--- src/rtl/morse_key_decoder_if.sv ---
// Key input and decoded-frame outputs of the Morse key decoder.
// The decoder takes the slave side; whoever drives the key and consumes frames takes master.
interface morse_key_decoder_if;
  logic       key;
  logic [4:0] signal;
  logic [4:0] signal2;
  logic [4:0] signal3;
  logic [4:0] signal4;
  logic       code_valid;
  logic       code_err;
  logic       busy;

  modport master (
    output key,
    input  signal, signal2, signal3, signal4, code_valid, code_err, busy
  );

  modport slave (
    input  key,
    output signal, signal2, signal3, signal4, code_valid, code_err, busy
  );
endinterface

--- src/rtl/morse_key_decoder.sv ---
// Decodes short/long key presses into four 5-bit symbols per frame, matching the
// LED pattern transmitter's codes; a completed frame is presented with a one-cycle strobe.
module morse_key_decoder #(
  parameter int DEBOUNCE_CYC = 4,
  parameter int LONG_CYC     = 20,
  parameter int TIMEOUT_CYC  = 100,
  parameter int CW           = 8
) (
  input  logic                clk,
  input  logic                rst_n,
  morse_key_decoder_if.slave  bus
);

  typedef enum logic [1:0] {IDLE, PRESS, GAP} state_t;

  state_t        state, state_next;
  logic          key_m, key_s, key_db;
  logic [CW-1:0] db_cnt, dur_cnt, gap_cnt;
  logic [3:0]    sym_sh;
  logic [2:0]    elem_cnt;
  logic [1:0]    sym_cnt;
  logic [4:0]    shadow [4];
  logic [4:0]    out0, out1, out2, out3;
  logic          valid_q, err_q;

  logic          start_press, elem_done, elem, sym_done, frame_done, timeout;
  logic [4:0]    new_sym;

  // The raw key is synchronised, then only allowed to change the debounced level
  // after it has disagreed with it for DEBOUNCE_CYC consecutive cycles.
  always_ff @(posedge clk or negedge rst_n) begin
    if (!rst_n) begin
      key_m  <= 1'b0;
      key_s  <= 1'b0;
      key_db <= 1'b0;
      db_cnt <= '0;
    end else begin
      key_m <= bus.key;
      key_s <= key_m;
      if (key_s == key_db) begin
        db_cnt <= '0;
      end else if (db_cnt == CW'(DEBOUNCE_CYC - 1)) begin
        key_db <= ~key_db;
        db_cnt <= '0;
      end else begin
        db_cnt <= db_cnt + 1'b1;
      end
    end
  end

  always_ff @(posedge clk or negedge rst_n) begin
    if (!rst_n) state <= IDLE;
    else        state <= state_next;
  end

  always_comb begin
    state_next = state;
    case (state)
      IDLE:    if (key_db) state_next = PRESS;
      PRESS:   if (!key_db) state_next = frame_done ? IDLE : GAP;
      GAP: begin
        if (key_db)       state_next = PRESS;
        else if (timeout) state_next = IDLE;
      end
      default: state_next = IDLE;
    endcase
  end

  // A rise seen in GAP takes priority over a timeout on the same cycle.
  always_comb begin
    start_press = (state == IDLE || state == GAP) && key_db;
    elem_done   = (state == PRESS) && !key_db;
    elem        = (dur_cnt >= CW'(LONG_CYC));
    new_sym     = {sym_sh, elem};
    sym_done    = elem_done && (elem_cnt == 3'd4);
    frame_done  = sym_done && (sym_cnt == 2'd3);
    timeout     = (state == GAP) && !key_db && (gap_cnt == CW'(TIMEOUT_CYC - 1));
  end

  // The cycle that starts a press already counts as one cycle of duration.
  always_ff @(posedge clk or negedge rst_n) begin
    if (!rst_n) begin
      dur_cnt <= '0;
      gap_cnt <= '0;
    end else begin
      if (start_press)
        dur_cnt <= CW'(1);
      else if (state == PRESS && key_db && dur_cnt < CW'(LONG_CYC))
        dur_cnt <= dur_cnt + 1'b1;

      if (elem_done)
        gap_cnt <= '0;
      else if (state == GAP && !key_db && !timeout)
        gap_cnt <= gap_cnt + 1'b1;
    end
  end

  always_ff @(posedge clk or negedge rst_n) begin
    if (!rst_n) begin
      sym_sh   <= '0;
      elem_cnt <= '0;
      sym_cnt  <= '0;
      for (int i = 0; i < 4; i++) shadow[i] <= '0;
    end else if (timeout) begin
      sym_sh   <= '0;
      elem_cnt <= '0;
      sym_cnt  <= '0;
    end else if (elem_done) begin
      if (sym_done) begin
        shadow[sym_cnt] <= new_sym;
        sym_sh          <= '0;
        elem_cnt        <= '0;
        sym_cnt         <= sym_cnt + 1'b1;
      end else begin
        sym_sh   <= new_sym[3:0];
        elem_cnt <= elem_cnt + 1'b1;
      end
    end
  end

  // The fourth symbol bypasses its shadow slot so the frame appears on the completing edge.
  always_ff @(posedge clk or negedge rst_n) begin
    if (!rst_n) begin
      out0    <= '0;
      out1    <= '0;
      out2    <= '0;
      out3    <= '0;
      valid_q <= 1'b0;
      err_q   <= 1'b0;
    end else begin
      valid_q <= frame_done;
      err_q   <= timeout;
      if (frame_done) begin
        out0 <= shadow[0];
        out1 <= shadow[1];
        out2 <= shadow[2];
        out3 <= new_sym;
      end
    end
  end

  assign bus.signal     = out0;
  assign bus.signal2    = out1;
  assign bus.signal3    = out2;
  assign bus.signal4    = out3;
  assign bus.code_valid = valid_q;
  assign bus.code_err   = err_q;
  assign bus.busy       = (elem_cnt != 3'd0) || (sym_cnt != 2'd0);

endmodule

--- src/flat_wrapper.sv ---
// flat-port wrapper written by rule: the top's interface ports become plain ports
module morse_key_decoder_flat 
#(
  parameter int DEBOUNCE_CYC = 4,
  parameter int LONG_CYC     = 20,
  parameter int TIMEOUT_CYC  = 100,
  parameter int CW           = 8
)
  (clk, rst_n, bus_key, bus_signal, bus_signal2, bus_signal3, bus_signal4, bus_code_valid, bus_code_err, bus_busy);
  morse_key_decoder_if bus_i ();
  input  logic clk;
  input  logic rst_n;
  input wire logic [$bits(bus_i.key)-1:0] bus_key;
  output wire logic [$bits(bus_i.signal)-1:0] bus_signal;
  output wire logic [$bits(bus_i.signal2)-1:0] bus_signal2;
  output wire logic [$bits(bus_i.signal3)-1:0] bus_signal3;
  output wire logic [$bits(bus_i.signal4)-1:0] bus_signal4;
  output wire logic [$bits(bus_i.code_valid)-1:0] bus_code_valid;
  output wire logic [$bits(bus_i.code_err)-1:0] bus_code_err;
  output wire logic [$bits(bus_i.busy)-1:0] bus_busy;
  assign bus_i.key = bus_key;
  assign bus_signal = bus_i.signal;
  assign bus_signal2 = bus_i.signal2;
  assign bus_signal3 = bus_i.signal3;
  assign bus_signal4 = bus_i.signal4;
  assign bus_code_valid = bus_i.code_valid;
  assign bus_code_err = bus_i.code_err;
  assign bus_busy = bus_i.busy;
  morse_key_decoder #(.DEBOUNCE_CYC(DEBOUNCE_CYC), .LONG_CYC(LONG_CYC), .TIMEOUT_CYC(TIMEOUT_CYC), .CW(CW)) u_core (.clk(clk), .rst_n(rst_n), .bus(bus_i));
endmodule
--- config.mk ---
export PLATFORM = sky130hd
export DESIGN_NAME = morse_key_decoder_flat
export DESIGN_NICKNAME = d
export VERILOG_FILES = /design/src/rtl/morse_key_decoder_if.sv /design/src/rtl/morse_key_decoder.sv /design/src/flat_wrapper.sv
export SDC_FILE = /design/constraint.sdc
export NUM_CORES = 1
export LEC_CHECK = 0
export ABC_AREA = 1
export BUFFER_PORTS_ARGS = -buffer_cell sky130_fd_sc_hd__buf_2
export CORE_MARGIN = 2
export CORE_UTILIZATION = 42
export DETAILED_ROUTE_END_ITERATION = 7
export SYNTH_ARGS = -nofsm -noshare
export SYNTH_HDL_FRONTEND = slang
export SYNTH_SLANG_ARGS = --single-unit
--- constraint.sdc ---
create_clock -name clk -period 1.64 [get_ports clk]
set_clock_uncertainty 0.05 [all_clocks]
set_input_delay 0.328 -clock clk [delete_from_list [all_inputs] [get_ports clk]]
set_output_delay 0.328 -clock clk [all_outputs]
set_load 0.02 [all_outputs]
# Yosys cells after proc, flatten, opt, wreduce, memory -nomap -nowiden
# Cells that the tools add are included.
word_totals:
  output_inout_bits: 23
  romBits: 0
  mem_count: 0
  register_bits: 80
  word_cells: 92
  latch_bits: 0
  mem_bits_rw: 0
classes:
  order_cmp: 4
  shift: 0
  n_mux: 24
  div_mod_pow: 0
  bitwise_logic: 4
  n_reduce_logical: 25
  eq_ne: 10
  addsub: 5
  n_mul: 0
ops:
  columns: ["operator", "count"]
  rows:
  - ["$mux W8", 6]
  - ["$add A8 B1 Y8 const B", 3]
  - ["$bwmux W20", 1]
  - ["$mux W2", 8]
  - ["$mux W4", 3]
  - ["$demux W5 S2", 1]
  - ["$logic_and A1 B1 Y1", 10]
  - ["$reduce_bool A2 Y1", 5]
  - ["$mux W3", 3]
  - ["$eq A8 B2 Y1 const B", 1]
  - ["$eq A8 B7 Y1 const B", 1]
  - ["$ge A8 B5 Y1 const B", 1]
  - ["$lt A8 B5 Y1 const B", 1]
  - ["$pmux W2 S3", 1]
  - ["$reduce_and A3 Y1", 2]
  - ["$mux W5", 1]
  - ["$eq A2 B2 Y1 const B", 2]
  - ["$reduce_and A2 Y1", 2]
  - ["$add A3 B1 Y3 const B", 1]
  - ["$eq A3 B3 Y1 const B", 1]
  - ["$ge A3 B3 Y1 const B", 1]
  - ["$lt A3 B1 Y1 const B", 1]
  - ["$ne A3 B1 Y1 const B", 1]
  - ["$not A1 Y1", 3]
  - ["other kinds (10)", 12]

# Depth between registers and ports, before layout
logic_depth:
  ltp_word: 7
  ltp_mapped: 9
  mapped_depth_nobuf: 8

# Worst setup path after synthesis
# OpenSTA, ideal clock, no wires.
synth_path:
  path_kind: "register to register"
  from: "reg u_core.gap_cnt[0]"
  to: "reg u_core.elem_cnt[2]"
  setup_time_ps: 118
  n_path_buf: 1
  path_slack_ps: 173
  path_stages_with_launch: 8
  required_time_ps: 1472
  period_less_slack_ps: 1467
  t_arrival_ps: 1299
  path_cell_list: "dfrtp_1 ha_1 nand3_1 nor2_2 nand2_2 buf_4 nand4_1 nand2_1"
synth_between:
  elab_chain_cells: 3
  word_cells_on_any_way: 4
  classes_between: "1 x eq/ne; 1 x mux; 2 x reduce/logical"
synth_lines:
  columns: ["element", "line", "rtl"]
  rows:
  - ["start: declaration", "morse_key_decoder.sv:18", "logic [CW-1:0] db_cnt, dur_cnt, gap_cnt;"]
  - ["start signal: assignment", "morse_key_decoder.sv:94", "gap_cnt <= gap_cnt + 1'b1;"]
  - ["$eq A8 B7 Y1 *", "morse_key_decoder.sv:77", "timeout = (state == GAP) && !key_db && (gap_cnt == CW'(TIMEOUT_CYC - 1));"]
  - ["$logic_and A1 B1 Y1 *", "morse_key_decoder.sv:77", null]
  - ["$mux W3 or $reduce_bool A2 Y1 (tied branches)", null, null]
  - ["end signal: assignment", "morse_key_decoder.sv:116", "elem_cnt <= elem_cnt + 1'b1;"]
  - ["end: declaration", "morse_key_decoder.sv:20", "logic [2:0] elem_cnt;"]
# Mark *: on every way between the ends. The rest lies on a longest branch, timed or not.
# A chain may end at the register's enable or synchronous reset.

# Worst setup path after layout
layout_path:
  from: "reg u_core.sym_cnt[1]"
  to: "out bus_busy"
layout_between:
  elab_chain_cells: 2
layout_lines:
  columns: ["element", "line", "rtl"]
  rows:
  - ["start: declaration", "morse_key_decoder.sv:21", "logic [1:0] sym_cnt;"]
  - ["start signal: assignment", "morse_key_decoder.sv:113", "sym_cnt <= sym_cnt + 1'b1;"]
  - ["$reduce_bool A2 Y1", "morse_key_decoder.sv:148", "assign bus.busy = (elem_cnt != 3'd0) || (sym_cnt != 2'd0);"]
  - ["$logic_or A1 B1 Y1", "morse_key_decoder.sv:148", null]
  - ["end: declaration", "flat_wrapper.sv:20", "output wire logic [$bits(bus_i.busy)-1:0] bus_busy;"]
# Every way passes these cells.

==> flow_results.org <==
** Outcome
- The flow ran to the end, and the final reports show no timing, DRC or antenna violations.

** Synth
- Synthesis inferred 75 register bits.
- Most frequently used flop master after synthesis :: dfrtp_1
- The average instance in the mapped netlist occupies 9.02 sq um.
- Unique masters post-synth :: 29
- Fraction of synthesis flops using an asynchronous set or reset pin :: 100%
- After synthesis the cells add up to 0.00336 sq mm.
- Yosys synthesis warning count :: 0
- Number of instances in the synthesized netlist :: 373
- Net count after synthesis :: 386
- After synthesis, flip-flops and latches occupy 55.8% of the total area.
- Counting flops with a built-in enable in the synthesized netlist gives 0.

** CTS
- Counting the buffers created by CTS gives 9.
- The tree is rooted in a clkbuf_8.
- The longest clock path from root to sink contains 2 buffers.
- Insertion delay to the later sink of the worst-skew pair :: 0.34 ns
- The H-tree was split into 3 levels.
- The tree built by TritonCTS fans out to 75 sinks.
- Clock tree from TritonCTS :: built
- CTS clk-pin slew, worst paths :: 0.08 ns

** Route
- Vias per inst :: 4.75
- Detailed routing inserted a total of 2,524 vias.
- The routed design has 6470 um of wire.
- Before antenna repair, the detailed router went through 6 iterations.
- After detailed routing, the average wire length per cell comes to 12.2 um.
- In the routed design, unresolved DRC markers number 0.
- The detail route stage leaves a number of antenna-violating nets equal to 0.
- The detailed router finished its first iteration with 163 violations.

** Layout
- At the end of the flow the core is filled with cells to 52.2%.
- Cells with a size suffix above 1 make up 19.6% of the layout.
- Antenna Cells :: 0
- Multi-input combinational cell area :: 0.00131 sq mm
- The area growth from synthesis to layout is 20.0%.
- Across the whole layout, storage elements account for 0.00188 sq mm.
- The count of cells in the finished layout, fillers not included, comes to 531.
- Post-layout nets :: 437
- The filler cells instantiated in the layout total 729.

** Placed design
- Final estimated routing congestion in global placement :: 0.792
- PortBufs :: 25
- Once detailed placement completed, the half-perimeter wirelength came to 4340 um.
- Number of cells in the design after placement :: 504

** Job
- The tool flagged a number of max-cap violations equal to 0.

** Floorplanning
- Die Footprint :: 0.00874 sq mm
- During I/O placement, the number of pins put on the boundary was 26.
- Number of cell rows :: 32
- Core area :: 0.00773 sq mm
- The initial utilization of the core area, before any placement, comes to 43.5%.
- In this run the horizontal extent of the chip is 93.5 um.
- In this run the vertical extent of the chip is 93.5 um.

** Power and ir drop
- Overall power consumption :: 5.21 mW
- In this run the power density over the cells is 1290 mW/mm^2.
- Highest ir drop seen on vdd :: 0.646 mV
- Leakage :: 2.15 nW

** Setup path
- The worst setup path is captured at an output port.
- The worst register-to-register path begins at u_core.elem_cnt[1].
- Along the worst path, the maximum fanout reaches 2.
- In this run the worst setup path begins at u_core.sym_cnt[1].
- STA classifies the critical path startpoint as a flip-flop.
- At the worst endpoint, the arrival time is 1.22 ns.
- For the worst setup path, the data required time is 1.26 ns.
- Startpoint-to-endpoint class of the critical path :: flip-flop to output port

** Global routing
- For this run the aggregate overflow at the end of global routing stands at 0.
- Antenna violations before repair :: 0
- The number of global-route vias before repair is 2,373.
- The first global-routing pass estimated 11,000 um of wire.
- Entering global routing, the biggest net connects 31 pins.
- Tot GR Track Use :: 16.0%

** Timing
- Final period util :: 97.2%
- Based on the critical path, the design can be clocked at up to 627 MHz.
- Number of endpoints with negative hold slack in the final report :: 0
- Adding up every negative setup slack in the final design gives 0 ns.
- The number of max-slew violations in the final report is 0.
- Max-Slew Margin vs Limit :: 72.0%
- Setup violations remaining at the end of the flow were counted as 0.
- The smallest clock period supported by the final layout is computed as 1.59 ns.
- Final worst hold slack :: 0.0435 ns
- Worst-margin pin slew :: 0.420 ns

** Worst hold path
- Hold Path Origin :: bus_key
- Type of the tightest min-delay check :: input port to flip-flop
==> where the power goes <==
| group | switching (mW) | total [mW] | internal [mW] | leakage [nW] |
|---|---|---|---|---|
| Combinational | 0.828 | 1.41 | 0.578 | 1.02 |
| Clock | 0.720 | 1.59 | 0.867 | 0.106 |
| Sequential | 0.180 | 2.22 | 2.04 | 1.03 |
==> layer usage <==
layer	GRT usage (%)	wire (um)
met2	25.9	3050
met5	0	0
met1	21.1	3150
met4	6.13	72
met3	3.38	203
==> area by class of cell <==
type,count,area share [%]
Clock inverter,7,2.51
Tap cell,102,3.16
Multi-Input combinational cell,252,32.4
Sequential cell,75,46.5
Inverter,40,3.84
Timing Repair Buffer,46,8.52
Clock buffer,9,3.07
==> Yosys cell counts (2+ instances only) <==
master,number,share of area (%)
nand4_1,12,2.2
nand3_1,29,4.3
a21oi_1,4,0.60
inv_1,37,4.1
inv_2,2,0.22
nor3_1,2,0.30
xor2_1,9,2.3
nand2_2,5,0.93
nand2_1,121,14
nor2_4,3,1.0
o21ai_0,20,3.0
ha_1,10,3.7
o21ai_1,5,0.74
buf_2,3,0.45
nor2_1,23,2.6
dfrtp_1,75,56
==> registers in the layout, summed over array words and instances, names as in the netlist, 5 cells and up <==
register,flops
u_core.bus.signal,5
u_core.bus.signal2,5
u_core.bus.signal3,5
u_core.bus.signal4,5
u_core.db_cnt,8
u_core.dur_cnt,8
u_core.gap_cnt,8
u_core.shadow,15
==> through the flow <==
step                cell area (sq um)  setup slack (ns)
floorplan                        3360             0.173
global placement                 3690             0.146
detailed placement               3690            0.0927
CTS                              3980           0.00641
global route                     4040          -0.00249
finish                           4040            0.0461
==> worst paths after layout <==
check | endpoint | slack, ns | cells past startpoint
hold reg to reg | u_core.key_s | 0.30 | 0
max in group asynchronous | u_core.gap_cnt[1] | 0.65 | 3
hold / removal | u_core.key_m | 0.04 | 1
setup reg to reg | u_core.shadow[10] | 0.15 | 8
min in group asynchronous | u_core.bus.code_valid | 0.42 | 2
setup / recovery | bus_busy | 0.05 | 4
==> repair_timing <==
item                                   CTS  global route
buffers inserted                         5             5
endpoints found under the hold margin   28             0
setup endpoints to repair                1            11
resized for setup                        5             5
pin swaps                                1             2
hold buffers                             1             0
==> cells in the final DEF (no fill, tap or decap), types with 9 or more instances in the layout <==
| cell type | count |
|---|---|
| nand2_1 | 121 |
| dfrtp_1 | 75 |
| nor2_1 | 23 |
| nand4_1 | 12 |
| buf_4 | 17 |
| nand3_1 | 29 |
| xor2_1 | 9 |
| inv_1 | 33 |
| o21ai_0 | 20 |
| buf_2 | 23 |
| clkbuf_8 | 9 |
==> cell families (layout without fill, tap and decap cells) <==
kind of cell    Yosys count  in the layout  synth area share [%]
buf+inv                  46            102                  6.06
xor+xnor                 10             10                  2.60
compound gates           30             30                  4.58
simple gates            202            202                  27.2
flops                    75             75                  55.8
fa+ha+maj                10             10                  3.72
==> critical path: stages, from the launching register on <==
cell	delay, ns
dfrtp_1	0.40
inv_2	0.10
ha_4	0.14
nand3b_1	0.09
buf_6	0.15
(Power assumes the default switching activity.)
